`src/rtl/bcm_scanout.sv`:
```
// bcm_scanout: binary-code-modulation scan-out engine for a HUB75-style LED panel.
// Reads 12-bit pixels from the framebuffer and shifts them out plane by plane,
// lighting each plane for BASE_TICKS << plane cycles.
//
// Ports:
//   clk, rst_n   system clock, asynchronous active-low reset
//   enable       start/continue scanning (sampled in IDLE and at frame end)
//   fb_addr      framebuffer read address {row, col}
//   fb_data      framebuffer read data, valid one cycle after fb_addr
//   sdata, sclk  serial pixel bit and shift clock to the panel
//   latch        panel latch strobe
//   oe_n         panel output enable, active low
//   row          panel row select
//   frame_done   one-cycle pulse after the last plane of the last row
module bcm_scanout #(
    parameter int COLS       = 32,
    parameter int ROW_BITS   = 4,
    parameter int BASE_TICKS = 1
) (
    input  logic                             clk,
    input  logic                             rst_n,
    input  logic                             enable,
    output logic [ROW_BITS+$clog2(COLS)-1:0] fb_addr,
    input  logic [11:0]                      fb_data,
    output logic                             sdata,
    output logic                             sclk,
    output logic                             latch,
    output logic                             oe_n,
    output logic [ROW_BITS-1:0]              row,
    output logic                             frame_done
);

    localparam int CW  = $clog2(COLS);
    localparam int AW  = ROW_BITS + CW;
    localparam int SCW = $clog2(2 * COLS + 2);
    localparam int SW  = 12 + $clog2(BASE_TICKS);

    localparam logic [SCW-1:0]      SLAST = SCW'(2 * COLS + 1);
    localparam logic [SCW-1:0]      SADDR = SCW'(2 * COLS);
    localparam logic [SW-1:0]       BT    = SW'(BASE_TICKS);
    localparam logic [3:0]          PTOP  = 4'd11;
    localparam logic [ROW_BITS-1:0] RMAX  = {ROW_BITS{1'b1}};

    typedef enum logic [1:0] {
        IDLE,
        SHIFT,
        LATCH,
        SHOW
    } state_t;

    state_t              state, state_n;
    logic [SCW-1:0]      scnt, scnt_n;
    logic [SW-1:0]       showcnt, show_n;
    logic [3:0]          plane, plane_n;
    logic [ROW_BITS-1:0] row_cnt, rcnt_n;

    logic [AW-1:0]       addr_n;
    logic                sdata_n;
    logic                sclk_n;
    logic                latch_n;
    logic                oe_n_n;
    logic [ROW_BITS-1:0] row_n;
    logic                fd_n;

    // Next-state and counter logic.
    always_comb begin
        state_n = state;
        scnt_n  = scnt;
        show_n  = showcnt;
        plane_n = plane;
        rcnt_n  = row_cnt;
        fd_n    = 1'b0;
        unique case (state)
            IDLE: begin
                if (enable) begin
                    state_n = SHIFT;
                    scnt_n  = '0;
                    plane_n = PTOP;
                    rcnt_n  = '0;
                end
            end
            SHIFT: begin
                if (scnt == SLAST) begin
                    state_n = LATCH;
                end else begin
                    scnt_n = scnt + SCW'(1);
                end
            end
            LATCH: begin
                state_n = SHOW;
                // Down-counter: SHOW lasts (BT << plane) cycles.
                show_n  = (BT << plane) - SW'(1);
            end
            SHOW: begin
                if (showcnt != '0) begin
                    show_n = showcnt - SW'(1);
                end else begin
                    scnt_n = '0;
                    if (plane != 4'd0) begin
                        state_n = SHIFT;
                        plane_n = plane - 4'd1;
                    end else begin
                        plane_n = PTOP;
                        if (row_cnt == RMAX) begin
                            rcnt_n  = '0;
                            fd_n    = 1'b1;
                            state_n = enable ? SHIFT : IDLE;
                        end else begin
                            rcnt_n  = row_cnt + ROW_BITS'(1);
                            state_n = SHIFT;
                        end
                    end
                end
            end
            default: begin
                state_n = IDLE;
            end
        endcase
    end

    // Output values for the coming cycle, derived from the next state so
    // every panel output can be registered.
    always_comb begin
        addr_n  = fb_addr;
        sdata_n = sdata;
        row_n   = row;
        // Even SHIFT cycles 0..2*COLS-2 issue column s/2.
        if (state_n == SHIFT && !scnt_n[0] && scnt_n < SADDR) begin
            addr_n = {rcnt_n, scnt_n[CW:1]};
        end
        // Data for the column issued one cycle earlier arrives on odd cycles.
        if (state == SHIFT && scnt[0] && scnt != SLAST) begin
            sdata_n = fb_data[plane];
        end
        sclk_n  = (state_n == SHIFT) && scnt_n[0] && (scnt_n >= SCW'(3));
        latch_n = (state_n == LATCH);
        oe_n_n  = (state_n != SHOW);
        if (state_n == LATCH) begin
            row_n = row_cnt;
        end
    end

    always_ff @(posedge clk or negedge rst_n) begin
        if (!rst_n) begin
            state   <= IDLE;
            scnt    <= '0;
            showcnt <= '0;
            plane   <= PTOP;
            row_cnt <= '0;
        end else begin
            state   <= state_n;
            scnt    <= scnt_n;
            showcnt <= show_n;
            plane   <= plane_n;
            row_cnt <= rcnt_n;
        end
    end

    always_ff @(posedge clk or negedge rst_n) begin
        if (!rst_n) begin
            fb_addr    <= '0;
            sdata      <= 1'b0;
            sclk       <= 1'b0;
            latch      <= 1'b0;
            oe_n       <= 1'b1;
            row        <= '0;
            frame_done <= 1'b0;
        end else begin
            fb_addr    <= addr_n;
            sdata      <= sdata_n;
            sclk       <= sclk_n;
            latch      <= latch_n;
            oe_n       <= oe_n_n;
            row        <= row_n;
            frame_done <= fd_n;
        end
    end

endmodule

```
`config.mk`:
```
export PLATFORM = sky130hd
export DESIGN_NAME = bcm_scanout
export DESIGN_NICKNAME = d
export VERILOG_FILES = /design/src/rtl/bcm_scanout.sv
export SDC_FILE = /design/constraint.sdc
export NUM_CORES = 1
export LEC_CHECK = 0
export CORE_ASPECT_RATIO = 1.25
export CORE_MARGIN = 8
export CORE_UTILIZATION = 40
export DETAILED_ROUTE_END_ITERATION = 12
export GPL_ROUTABILITY_DRIVEN = 1
export GPL_TIMING_DRIVEN = 0
export PLACE_DENSITY = 0.6
export SYNTH_ARGS = -nofsm -noshare
export SYNTH_HDL_FRONTEND = slang
export SYNTH_SLANG_ARGS = --single-unit
```
`constraint.sdc`:
```
create_clock -name clk -period 3.4 [get_ports clk]
set_input_delay 0.51 -clock clk [delete_from_list [all_inputs] [get_ports clk]]
set_output_delay 0.51 -clock clk [all_outputs]
set_load 0.005 [all_outputs]
```
# After elaboration in Yosys (flattened, before gate mapping)
# Index checks and enable logic that the tools add are counted.
[word_totals]
regBits = 47
in_bits = 15
[op_classes]
add_sub_neg = 5
order_cmp = 3
n_eq_ne = 12
shifts = 1
muxes = 28
reduce_logical = 14
[ops]
columns = ["cell", "n"]
rows = [
  ["4-bit two-way mux", 7],
  ["12-bit case mux with 2 select lines", 1],
  ["12-bit by 1-bit subtractor with 12-bit output (second input constant)", 2],
  ["7-bit two-way mux", 3],
  ["7-bit case mux with 3 select lines", 1],
  ["4-bit case mux with 2 select lines", 2],
  ["12-bit two-way mux", 1],
  ["12-bit nonzero test", 1],
  ["1-bit by 4-bit << shifter with 12-bit output (first input constant)", 1],
  ["1-bit two-way mux", 8],
  ["2-bit inequality test (second input constant)", 4],
  ["2-bit case mux with 4 select lines", 1],
  ["7-bit by 1-bit adder with 7-bit output (second input constant)", 1],
  ["7-bit equality test (second input constant)", 1],
  ["7-bit by 2-bit >= comparator with 1-bit output (second input constant)", 1],
  ["7-bit less-than comparator (second input constant)", 1],
  ["7-bit inequality test (second input constant)", 1],
  ["2-bit equality test (second input constant)", 3],
  ["1-bit logical AND", 6],
  ["2-bit two-way mux", 3],
  ["4-bit by 5-bit less-than comparator with 1-bit output (second input constant)", 1],
  ["4-bit by 1-bit adder with 4-bit output (second input constant)", 1],
  ["1-bit binary-select mux with 4-bit select", 1],
  ["2-bit by 1-bit equality test with 1-bit output (second input constant)", 2],
  ["other kinds (8)", 9],
]

# Logic depth before layout (Yosys ltp)
[logic_depth]
word_depth = 8
ltp_mapped = 12
mapped_depth_nobuf = 11

# Worst setup path after synthesis
# OpenSTA, ideal clock, no wires.
[synth_path]
path_kind = "reg2reg"
start = "register plane[0]"
end = "register showcnt[8]"
arrival_ps = 2740
required_ps = 3266
slack_ps = 526
path_stages_with_launch = 13
cell_sequence = "dfstp_2 clkbuf_1 inv_1 ha_1 nor3b_1 mux2i_1 ha_1 inv_1 a221oi_1 nand4_1 nor3b_1 xor2_1 o21ai_0"
[synth_between]
elab_chain_len = 3
[synth_rtl]
columns = ["element", "line", "rtl"]
rows = [
  ["from (decl)", "54", "logic [3:0] plane, plane_n;"],
  ["from (signal assigned)", "154", "plane <= plane_n;"],
  ["1-bit by 4-bit << shifter with 12-bit output", "92", "show_n = (BT << plane) - SW'(1);"],
  ["12-bit by 1-bit subtractor with 12-bit output", "92", ""],
  ["12-bit case mux with 2 select lines", "73", "unique case (state)"],
  ["to (signal assigned)", "153", "showcnt <= show_n;"],
  ["to (decl)", "53", "logic [SW-1:0] showcnt, show_n;"],
]
# Every way passes these cells.
# A chain may end at the register's enable or synchronous reset.

# Final worst setup path
[layout_path]
start = "register state[0]"
end = "register showcnt[10]"
[layout_between]
elab_chain_len = 3
word_cells_on_any_way = 6
classes_between = "eq/ne (3); mux (1); reduce/logical (2)"
[layout_rtl]
columns = ["element", "line", "rtl"]
rows = [
  ["from (decl)", "51", "state_t state, state_n;"],
  ["from (signal assigned)", "151", "state <= state_n;"],
  ["2-bit equality test", "73", ""],
  ["2-bit inequality test (no line) / 2-bit nonzero test (equally long branches)", "n/a", ""],
  ["2-bit AND reduction (no line)", "n/a", ""],
]
# Parallel ways exist; a longest one is shown, timed or not.

==> run_results.csv <==
group,metric,value,unit
status,status,"finished, final reports clean",
layout,seq_area,1180,um^2
sta,hold_slack,0.130,ns
global_routing,grt_max_degree,31,
cts,hold_buffers,0,
sta,finalHoldViolations,0,
cts,cts_tree,"built",
detailed_routing,wl,6810,um
setup_path,endpoint_kind,"flip-flop",
global_routing,grtUsageTotal,14.1,%
global_routing,use_met2,23.5,%
setup_path,criticalPathCategory,"flip-flop to flip-flop",
detailed_routing,ant_nets,0,
sta,slew_violations,0,
yosys,netlist-cell-type-count,58,
yosys,yosysWarnings,0,
yosys,ys_seq_area_share,40.3,%
yosys,mappedNetlistArea,2930,um^2
sta,fin_crit,3.05,ns
yosys,yosysTopAreaCell,"dfrtp_1",
sta,worst_pin_slew,0.737,ns
placed_design,port_buffers,32,
cts,htree_levels,2,
detailed_routing,post_drt_wl_per_cell,15.9,um
layout,layout-drive-gt1-share,12.8,%
sta,finalSetupTns,0,ns
setup_path,startpoint,"state[0]",
sta,rsz0062_at_grt,"no",
pwr,powerDensity,291,nW/um^2
global_routing,grt_pass1_vias,2525,
worst_hold_path,hp-class,"primary input to async pin",
global_routing,met1_usage,17.2,%
yosys,yosys.area.top_type_share,36.8,%
setup_path,crit_path_start_kind,"flip-flop",
layout,nFillCells,688,
placed_design,dp_hpwl,5230,um
cts,clock-sinks,47,
sta,max-slew-margin-rel,50.3,%
cts,cts_made_buffers,5,
pwr,power.leakage,1.39,nW
pwr,vdd_drop_max,0.154,mV
sta,fmax,0.328,GHz
cts,insertion_delay,0.31,ns
sta,skew,0.0123,ns
global_routing,antenna_found_initial,0,
layout,final_nets,362,
die,fp.dieW,92.5,um
die,rows,35,
layout,area_delta_synth_final,19.2,%
layout,final_common_cell,"dfrtp_1",
sta,worst_slack,0.351,ns
detailed_routing,drt_iter0_drc,100,
die,dieArea,10300,um^2
layout,multiInputGateArea,1660,um^2
layout,diodes,0,
placed_design,post-place-ws,0.0954,ns
cts,clk_pin_slew,0.10,ns
cts,root_buffer,"clkbuf_8",
die,coreArea,7230,um^2
yosys,synthCells,295,
global_routing,grt_first_pass_wirelength,12200,um
die,fp.dieH,112,um
sta,setup_violations,0,
detailed_routing,dr.pass1.iters,4,
placed_design,gp_congestion,0.849,
die,start_util,40.5,%
yosys,synth_area_leaders,"dfrtp_1 37%, ha_1 5.6%, mux2_4 4.6%, dfstp_2 3.6%, nand2_1 3.6%",
yosys,synth_nets,323,
flow_run,maxCapViolCount,0,
global_routing,gr-total-overflow,0,
yosys,ys_ff_latch,47,
sta,period_share,89.7,%
yosys,synth_edf_count,0,
detailed_routing,dr_total_vias,2347,
die,io_pins,33,
cts,clock_path_buffers,2,
pwr,p_total,0.00102,W
global_routing,top_usage_layer,"met2",
layout,fin_area,3490,um^2
setup_path,path_max_fanout,10,
setup_path,cp.required,3.57,ns
global_routing,met3_usage,2.76,%
detailed_routing,route.detailed.drc,0,
layout,layout_common_cells,"43 x dfrtp_1, 31 x clkdlybuf4s50_1, 28 x nand2_1, 20 x nor2_1, 19 x o21ai_0",
cts,cts_resized,0,
yosys,syn-mean-instance-area,9.92,um^2
setup_path,reg2reg_from,"state[0]",
yosys,ys.flop_type,"dfrtp_1",
setup_path,worstPathArrival,3.22,ns
placed_design,placedInstanceArea,3380,um^2
yosys,synthArstFlopShare,100,%
detailed_routing,avgViaCountPerCell,5.50,
==> report_power, final <==
part	leakage, nW	internal, W	switching, W
clock network	0.0548	0.000222	0.000203
logic	0.806	0.0000192	0.0000139
registers	0.528	0.000559	0
==> cell usage after synthesis, types with 5 or more instances <==
master    count
nand2_1      28
nand2b_1      5
a21oi_1      16
dfrtp_1      43
ha_1         13
a22oi_1       9
nor2b_1       7
inv_1        10
nor3_1        5
clkbuf_1     10
mux2_2        5
nor2_1       20
nand3_1       8
o21ai_0      19
mux2_4        9
nor3b_1       6
nand4_1       7
xor2_1        6
==> final cells by class <==
class | instances | share of cell area [%]
repair buffers | 33 | 9.61
multi-input cells | 226 | 47.7
clock inverters | 3 | 1.33
inverters | 10 | 1.08
clock buffers | 5 | 1.97
well taps | 92 | 3.30
plain buffers | 11 | 1.22
flip-flops and latches | 47 | 33.8
==> worst paths after layout <==
| check | end | slack (ns) | depth (start not counted) |
|---|---|---|---|
| min reg2reg | sdata | 0.51 | 2 |
| max in group asynchronous | oe_n | 2.69 | 2 |
| min in group clk | sdata | 0.51 | 2 |
| max reg2reg | showcnt[10] | 0.35 | 11 |
| max | showcnt[10] | 0.35 | 11 |
| min | fb_addr[2] | 0.13 | 1 |
==> registers in the layout (all words and copies together), names as in the netlist <==
register	flops
showcnt	12
fb_addr	9
scnt	7
plane	4
row	4
row_cnt	4
state	2
frame_done	1
latch	1
oe_n	1
sclk	1
sdata	1
==> worst max-delay path, cell delays in order (launching register included) <==
cell and delay, ns:
dfrtp_1 0.45, ha_1 0.27, clkbuf_1 0.23, buf_1 0.27
a22oi_1 0.27, ha_1 0.21, inv_1 0.04, a221oi_1 0.33
nand4_1 0.24, nor3_1 0.28, xor2_1 0.20, o21ai_0 0.10
==> per-stage QoR <==
| stage | instances | util, % |
|---|---|---|
| floorplan | 295 | - |
| global placement | 419 | 46.5 |
| detailed placement | 420 | 46.8 |
| CTS | 428 | 48.3 |
| global route | 427 | 48.3 |
| finish | 427 | 48.3 |
==> layer usage <==
metal | routed length [um] | up-vias
li1 | - | 1160
met1 | 3000 | 1143
met2 | 3440 | 30
met3 | 208 | 14
met4 | 155 | 0
met5 | 0 | -
==> kinds of logic (layout without fill, tap and decap cells) <==
kind of cell | Yosys count | after routing | synth area share (%)
AOI/OAI and AO/OA | 75 | 75 | 17.2
xor gates and xnor gates | 10 | 10 | 2.99
adders and majority gates | 13 | 13 | 5.56
buffers and inverters | 22 | 62 | 2.86
DFF | 47 | 47 | 40.3
muxes | 20 | 20 | 9.87
and+or+nand+nor | 108 | 108 | 21.2
==> repair_timing <==
item,4_1_cts,5_1_grt
setup buffers,0,0
setup endpoints to repair,0,3
endpoints found under the hold margin,0,0
(Power assumes the default switching activity.)
